## src/rtl/fsm_divsqrt_iter.sv

```systemverilog
// fsm_divsqrt_iter: Goldschmidt divide/sqrt control sequencer with busy/done, error abort and flush
module fsm_divsqrt_iter #(
  parameter int unsigned ITER    = 3,
  parameter bit          SQRT_EN = 1'b1
) (
  input  logic       clk,
  input  logic       reset,
  input  logic       start,
  input  logic       op_type,
  input  logic       error,
  input  logic       flush,
  output logic       busy,
  output logic       done,
  output logic       err_flag,
  output logic       load_rega,
  output logic       load_regb,
  output logic       load_regc,
  output logic       load_regd,
  output logic       load_regs,
  output logic       load_regr,
  output logic [2:0] sel_muxa,
  output logic [2:0] sel_muxb,
  output logic       sel_muxr,
  output logic [3:0] iter
);
  typedef enum logic [3:0] {
    IDLE, D_PRE, D_ITB, D_ITA, S_PRE0, S_PRE1, S_ITB, S_ITD, S_ITA, QUOT, REM, DONE
  } state_t;
  state_t     state_q, state_d;
  logic [3:0] iter_q, iter_d;
  logic       op_q, op_d;
  logic       err_q, err_d;
  logic       last;
  assign last = iter_q == 4'(ITER - 1);
  // state, iteration index, latched op and abort flag
  always_ff @(posedge clk) begin
    if (reset) begin
      state_q <= IDLE;
      iter_q  <= 4'd0;
      op_q    <= 1'b0;
      err_q   <= 1'b0;
    end else begin
      state_q <= state_d;
      iter_q  <= iter_d;
      op_q    <= op_d;
      err_q   <= err_d;
    end
  end
  // next-state and per-state datapath control decode; flush/error override loads and transition
  always_comb begin
    state_d   = state_q;
    iter_d    = iter_q;
    op_d      = op_q;
    err_d     = err_q;
    busy      = state_q != IDLE;
    done      = 1'b0;
    err_flag  = 1'b0;
    load_rega = 1'b0;
    load_regb = 1'b0;
    load_regc = 1'b0;
    load_regd = 1'b0;
    load_regs = 1'b0;
    load_regr = 1'b0;
    sel_muxa  = 3'd0;
    sel_muxb  = 3'd0;
    sel_muxr  = 1'b0;
    iter      = iter_q;
    case (state_q)
      IDLE: if (start) begin
        op_d   = op_type;
        iter_d = 4'd0;
        err_d  = op_type & ~SQRT_EN;
        if (!op_type) begin
          load_regb = 1'b1;
          sel_muxa  = 3'd1;
          sel_muxb  = 3'd1;
          state_d   = D_PRE;
        end else if (SQRT_EN) begin
          load_regb = 1'b1;
          sel_muxa  = 3'd2;
          state_d   = S_PRE0;
        end else begin
          state_d = DONE;
        end
      end
      D_PRE: begin
        load_rega = 1'b1;
        load_regc = 1'b1;
        sel_muxa  = 3'd2;
        state_d   = D_ITB;
      end
      D_ITB: begin
        load_regb = 1'b1;
        sel_muxa  = 3'd3;
        sel_muxb  = 3'd3;
        state_d   = last ? QUOT : D_ITA;
      end
      D_ITA: begin
        load_rega = 1'b1;
        load_regc = 1'b1;
        sel_muxb  = 3'd2;
        iter_d    = iter_q + 4'd1;
        state_d   = D_ITB;
      end
      S_PRE0: begin
        load_regd = 1'b1;
        sel_muxa  = 3'd2;
        sel_muxb  = 3'd1;
        state_d   = S_PRE1;
      end
      S_PRE1: begin
        load_rega = 1'b1;
        load_regc = 1'b1;
        sel_muxa  = 3'd1;
        sel_muxb  = 3'd4;
        state_d   = S_ITB;
      end
      S_ITB: begin
        load_regb = 1'b1;
        sel_muxa  = 3'd3;
        sel_muxb  = 3'd3;
        state_d   = S_ITD;
      end
      S_ITD: begin
        load_regd = 1'b1;
        sel_muxb  = 3'd3;
        state_d   = S_ITA;
      end
      S_ITA: begin
        load_rega = 1'b1;
        load_regc = 1'b1;
        sel_muxa  = 3'd4;
        sel_muxb  = 3'd2;
        iter_d    = last ? iter_q : iter_q + 4'd1;
        state_d   = last ? QUOT : S_ITB;
      end
      QUOT: begin
        load_regs = 1'b1;
        state_d   = REM;
      end
      REM: begin
        load_regr = 1'b1;
        sel_muxr  = 1'b1;
        sel_muxa  = op_q ? 3'd3 : 3'd0;
        sel_muxb  = op_q ? 3'd6 : 3'd0;
        state_d   = DONE;
      end
      DONE: begin
        done     = 1'b1;
        err_flag = err_q;
        iter_d   = 4'd0;
        state_d  = IDLE;
      end
      default: state_d = IDLE;
    endcase
    if (state_q != IDLE && state_q != DONE && (flush || error)) begin
      load_rega = 1'b0;
      load_regb = 1'b0;
      load_regc = 1'b0;
      load_regd = 1'b0;
      load_regs = 1'b0;
      load_regr = 1'b0;
      iter_d    = flush ? 4'd0 : iter_q;
      err_d     = flush ? err_q : 1'b1;
      state_d   = flush ? IDLE : DONE;
    end
  end
endmodule

```

## config.mk

```make
export PLATFORM = sky130hd
export DESIGN_NAME = fsm_divsqrt_iter
export DESIGN_NICKNAME = d
export VERILOG_FILES = /design/src/rtl/fsm_divsqrt_iter.sv
export SDC_FILE = /design/constraint.sdc
export NUM_CORES = 1
export LEC_CHECK = 0
export BUFFER_PORTS_ARGS = -buffer_cell sky130_fd_sc_hd__buf_2
export CORE_ASPECT_RATIO = 1.75
export CORE_UTILIZATION = 35
export DETAILED_ROUTE_END_ITERATION = 8
export PLACE_DENSITY = 0.63
export SLEW_MARGIN = 20
export SYNTH_ARGS = -nofsm -noshare
export SYNTH_HDL_FRONTEND = slang
export SYNTH_SLANG_ARGS = --single-unit
```

## constraint.sdc

```tcl
create_clock -name clk -period 1.9 [get_ports clk]
set_clock_uncertainty 0.15 [all_clocks]
set_input_delay 0.19 -clock clk [delete_from_list [all_inputs] [get_ports clk]]
set_output_delay 0.19 -clock clk [all_outputs]
set_load 0.1 [all_outputs]
```

==> results of run 1 <==
-- cells in the final DEF, fill, tap and decap left out, types with 2 or more instances in the layout --
| cell type | count |
|---|---|
| buf_4 | 28 |
| buf_12 | 18 |
| nand2_1 | 9 |
| buf_2 | 9 |
| a21oi_1 | 8 |
| nor2_1 | 6 |
| o21ai_0 | 4 |
| dfxtp_1 | 4 |
| a31oi_1 | 3 |
| nand2b_1 | 3 |
| nor3_1 | 3 |
| a21o_1 | 3 |
| clkbuf_8 | 3 |
| dfxtp_2 | 3 |
| dfxtp_4 | 3 |
| inv_1 | 2 |
| nor4b_4 | 2 |
| o22a_1 | 2 |
| and4b_4 | 2 |
| o21ai_1 | 2 |
| a21oi_4 | 2 |
| a21oi_2 | 2 |
| nor2_4 | 2 |
| nand3b_1 | 2 |
| a211oi_1 | 2 |
| nand3_1 | 2 |
| o31ai_1 | 2 |
| and3_1 | 2 |
| o21a_1 | 2 |
| a211oi_2 | 2 |
| nor3b_1 | 2 |
| ha_1 | 2 |
-- metrics by stage --
stage / instances / power (W) / util [%]
finish: 202 / 0.001723 / 73.19
global route: 202 / 0.001797 / 73.19
CTS: 199 / 0.001688 / 70.64
detailed placement: 187 / 0.001387 / 63.92
global placement: 187 / 0.001373 / 63.92
floorplan: 126 / 0.001059 / -
-- kinds of logic (layout without fill, tap and decap cells) --
| kind of cell | after synthesis | in the layout | synth area share (%) |
|---|---|---|---|
| compound gates | 47 | 47 | 34.03 |
| xor+xnor | 1 | 1 | 0.9093 |
| fa+ha+maj | 3 | 3 | 3.636 |
| buf+inv | 15 | 65 | 7.402 |
| flops | 10 | 10 | 20.78 |
| mux | 1 | 1 | 1.558 |
| simple gates | 49 | 49 | 31.69 |
-- power by group --
part / internal, W / switching [W]
sequential: 0.000229 / 0.0000276
combinational: 0.000498 / 0.000755
clock: 0.000138 / 0.0000753
-- how the worst min path moves through the flow --
stage	to	cells after the start
4_1_cts	err_q	2
6_report	iter[3]	2
3_3_place_gp	err_q	2
3_5_place_dp	err_q	2
5_1_grt	iter[3]	2
2_1_floorplan	op_q	2
-- final cells by class --
| type | count | area (µm²) |
|---|---|---|
| clock buffers | 3 | 41.29 |
| fillers | 184 | 684.4 |
| inverters | 4 | 18.77 |
| multi-input cells | 101 | 875.8 |
| flip-flops and latches | 10 | 215.2 |
| well taps | 26 | 32.53 |
| repair buffers | 58 | 684.4 |
-- synth_stat cells (3+ instances only) --
library cell | number | share of area (%)
a211oi_1 | 4 | 3.1
a21o_1 | 3 | 2.3
a21oi_1 | 12 | 6.2
a31oi_1 | 3 | 1.9
buf_2 | 3 | 1.6
clkbuf_1 | 4 | 1.6
dfxtp_1 | 10 | 21
inv_1 | 4 | 1.6
nand2_1 | 9 | 3.5
nand2b_1 | 4 | 2.6
nor2_1 | 8 | 3.1
nor2b_1 | 3 | 1.9
nor3_1 | 5 | 2.6
nor3b_1 | 3 | 2.3
o21ai_0 | 7 | 3.6
-- sequential cells by signal (all words and copies together) (netlist names) --
name / count
state_q: 4
iter: 4
err_q: 1
op_q: 1
-- metal layers --
layer  part of all wire, %  wire length [µm]  global-route usage [%]  vias to the layer above
li1                      -                 -                       -                      575
met1                    34              1346                   26.05                      596
met2                    54              2116                   45.49                       71
met3                   5.1               201                   4.534                       26
met4                   6.3               245                   16.13                        0
met5                     0                 0                       0                        -
-- timing repair --
| item | in CTS | in global routing |
|---|---|---|
| cloned | 1 | 1 |
| setup buffers | 8 | 2 |
| endpoints found under the setup margin | 12 | 17 |
| pin swaps | 6 | 0 |
| endpoints found under the hold margin | 0 | 0 |
| resized for setup | 10 | 9 |
==> run_results.csv, run 1 <==
group,metric,value,unit
sta,hold_viol,0,
setup_path,cp_cell_sequence,"nor4_2 > buf_4 > buf_4 > or4b_4 > o221a_4 > mux2_4",
setup_path,timing.rr.end,"iter[1]",
routing,vias,1268,
synth,syn_area,963.4,µm²
synth,synth_edf_count,0,
setup_path,rr_worst_depth,6,
cts,htreeDepth,1,
sta,finalSetupTns,-0.2115,ns
min_path,min_from,"reset",
synth,syn_nets,134,
synth,synthCells,126,
setup_path,slowest_delay,0.50,ns
setup_path,critPathKind,"flip-flop to flip-flop",
die,pin_count,26,
routing,drcViolationCount,0,
global_routing,antenna_found_initial,0,
place,place_area,1632,µm²
routing,ant_nets,0,
setup_path,r2r_slack,-0.05,ns
die,start_util,37.75,%
place,dp.final_hpwl,2446,µm
synth,ys_warn_count,0,
status,violations,"setup timing",
global_routing,grt_use_total,25.26,%
cts,insertion_delay,0.23,ns
min_path,hold_path.class,"input pin to flip-flop",
sta,finalSetupViolCount,8,
sta,fin_ws,-0.05202,ns
global_routing,grt_pass1_wl,5809,µm
sta,fin_crit_sh,102.7,%
setup_path,crit-reg2reg-launch,"state_q[2]",
sta,timing.fmax,512.3,MHz
sta,relSlewSlack,68.09,%
global_routing,grt.overflow.total,0,
global_routing,grt_pass1_vias,1193,
power,peakVddDrop,0.6551,mV
setup_path,endpoint,"iter[1]",
cts,clk_transition_reported_paths,0.05,ns
cts,cts-buffers-inserted,3,
setup_path,crit_cells,6,
synth,ys_seq_area_share,20.78,%
setup_path,path_delay_family,"simple AND/OR/NAND/NOR gates",
sta,worst_slew_pin_slew,0.4820,ns
place,port_buffers,25,
routing,vias_per_cell,6.277,
power,leakage,0.7480,nW
synth,async_reset_ff_share,0,%
sta,hold_slack,0.1262,ns
synth,ys_ff_latch,10,
power,p_per_area,922.6,nW/µm²
setup_path,required,1.87,ns
cts,clock_sinks,10,
cells_and_area,synthToLayoutAreaGrowth,93.90,%
cells_and_area,num_antenna_cells,0,
synth,synth-main-ff-cell,"dfxtp_1",
routing,drt-total-wl,3909,µm
setup_path,cp_max_fo,5,
synth,ys_types,50,
die,die_x,41.66,µm
cells_and_area,final_area,1868,µm²
cells_and_area,drive_gt1_share,56.82,%
status,status,"finished with violations",
setup_path,critPathLaunch,"state_q[2]",
sta,rsz0062_at_grt,"yes",
cts,cts_hold_buf,0,
global_routing,grt_max_degree,28,
setup_path,critPathSlowestCell,"or4b_4",
synth,avgSynthCellArea,7.646,µm²
routing,wl_per_cell,19.35,µm
sta,final_max_slew_viol_count,0,
die,num_rows,24,
setup_path,arrival,1.92,ns
place,place.gp.congestion,0.9286,
die,die-area,2975,µm²
die,die_h,71.41,µm
routing,drt_iter0_markers,66,
setup_path,crit_path_frequent_cell,"buf_4",
flow_run,maxCapViolCount,0,
routing,drt_pass1_iterations,6,
setup_path,start_kind,"flip-flop",
die,core,2552,µm²
setup_path,worst_setup_path_end_kind,"flip-flop",
cts,cts_tree,"done",
place,dp_slack,0.01133,ns
cts,root_buffer,"clkbuf_8",
cts,clk_path_buf_depth,2,
setup_path,crit_buf_inv,2,
cells_and_area,final_nets,186,
sta,fin_crit,1.952,ns
No activity file was read; power rests on OpenSTA's default activity.
==> run 2: changes to the inputs <==
- CELL_PAD_IN_SITES_DETAIL_PLACEMENT: default -> 1
- CELL_PAD_IN_SITES_GLOBAL_PLACEMENT: default -> 2
- CORE_UTILIZATION: 35 -> 26
- PLACE_DENSITY: 0.63 -> 0.79
==> run_results.csv, run 2 (same netlist as run 1, synthesis figures left out) <==
group,metric,value,unit
cts,cts_hold_buf,0,
routing,wl_per_cell,18.48,µm
routing,vias,1230,
setup_path,cp_cell_sequence,"nor4_2 > buf_4 > nor3_4 > and4b_4 > buf_12",
die,die_x,48.02,µm
die,die-area,3962,µm²
routing,drt_pass1_iterations,2,
power,leakage,0.7734,nW
global_routing,grt_pass1_vias,1280,
sta,fin_crit,2.001,ns
die,num_rows,28,
global_routing,grt_max_degree,15,
setup_path,cp_max_fo,5,
cells_and_area,num_antenna_cells,0,
routing,drt_iter0_markers,16,
global_routing,grt.overflow.total,0,
die,core,3468,µm²
cells_and_area,final_util,56.64,%
sta,finalSetupTns,-0.5207,ns
power,peakVddDrop,0.7296,mV
global_routing,antenna_found_initial,0,
routing,drt-total-wl,4177,µm
die,start_util,27.78,%
routing,ant_nets,0,
min_path,hold_path.class,"input pin to flip-flop",
cells_and_area,n_fill_cell,373,
routing,drcViolationCount,0,
setup_path,start_kind,"flip-flop",
cells_and_area,synthToLayoutAreaGrowth,103.9,%
setup_path,rr_worst_depth,6,
routing,vias_per_cell,5.442,
sta,fin_ws,-0.1009,ns
place,dp.final_hpwl,3055,µm
sta,hold_slack,0.1067,ns
cts,clk_transition_reported_paths,0.05,ns
sta,timing.fmax,499.8,MHz
place,place.gp.congestion,0.8012,
setup_path,critPathSlowestCell,"dfxtp_2",
place,port_buffers,25,
setup_path,r2r_slack,0,ns
status,status,"finished with violations",
sta,fin_crit_sh,105.3,%
sta,rsz0062_at_grt,"yes",
setup_path,required,1.56,ns
setup_path,critPathKind,"flip-flop to primary output",
sta,final_max_slew_viol_count,0,
sta,hold_viol,0,
global_routing,grt_use_total,22.88,%
sta,finalSetupViolCount,10,
cts,htreeDepth,1,
cts,clock_sinks,10,
place,place_area,1660,µm²
power,p_per_area,909.2,nW/µm²
status,violations,"setup timing",
setup_path,timing.rr.end,"iter[1]",
cts,cts_tree,"done",
cells_and_area,final_nets,191,
global_routing,grt_pass1_wl,6244,µm
place,dp_slack,0.01458,ns
setup_path,slowest_delay,0.35,ns
setup_path,arrival,1.66,ns
setup_path,endpoint,"load_regs",
cts,root_buffer,"clkbuf_8",
cells_and_area,layout_common_cells,"26 x buf_4, 16 x buf_12, 10 x buf_6",
cts,cts-buffers-inserted,3,
cts,insertion_delay,0.24,ns
setup_path,worst_setup_path_end_kind,"primary output",
setup_path,critPathLaunch,"state_q[2]",
sta,relSlewSlack,68.08,%
die,pin_count,26,
cells_and_area,drive_gt1_share,60.22,%
flow_run,maxCapViolCount,0,
sta,worst_slew_pin_slew,0.4822,ns
cts,clk_path_buf_depth,2,
setup_path,crit-reg2reg-launch,"state_q[2]",
die,die_h,82.53,µm
cells_and_area,mostFrequentLayoutCell,"buf_4",
cells_and_area,final_area,1964,µm²
run 2: worst max-delay path, delay by kind of cell (launching register included):
kind                   cells  cell delay, ns
DFF                        1            0.35
and+or+nand+nor            3            0.70
buffers and inverters      2            0.37
run 2: worst min path at each step:
stage | depth (start not counted) | from | endpoint | slack [ns]
after floorplan | 2 | op_type | op_q | 0.19
after global placement | 2 | err_q | err_q | 0.29
after detailed placement | 2 | err_q | err_q | 0.31
after CTS | 2 | reset | op_q | 0.1
after global routing | 2 | reset | iter[2] | 0.12
final | 2 | reset | iter[2] | 0.11
run 2: cell type report:
class / count / area [µm²] / area share [%]
well taps: 45 / 56.30 / 2.866
inverters: 4 / 22.52 / 1.146
multi-input cells: 101 / 925.9 / 47.13
clock buffers: 3 / 41.29 / 2.102
flip-flops and latches: 10 / 215.2 / 10.96
repair buffers: 63 / 703.2 / 35.80
run 2: layer usage:
metal	share of wire, %	vias to the layer above	GRT usage [%]
li1	-	585	-
met1	36	596	21.67
met2	56	32	42.70
met3	1.9	17	1.304
met4	5.7	0	16.11
met5	0	-	0
run 2: power by group:
group | total [W] | switching [W] | leakage [nW] | internal [W]
sequential | 0.000262 | 0.0000327 | 0.0849 | 0.000229
combinational | 0.00130 | 0.000780 | 0.667 | 0.000519
clock | 0.000226 | 0.0000866 | 0.0216 | 0.000139
run 2: timing repair:
item	4_1_cts	5_1_grt
cloned	0	0
setup endpoints to repair	12	16
pin swaps	10	3
setup buffers	8	5
gates resized for setup	23	17
run 2: stage by stage:
| stage | cells | power (W) |
|---|---|---|
| finish | 226 | 0.001786 |
| CTS | 221 | 0.001709 |
| detailed placement | 210 | 0.001424 |
| floorplan | 126 | 0.001059 |
| global route | 226 | 0.001858 |
| global placement | 210 | 0.001393 |
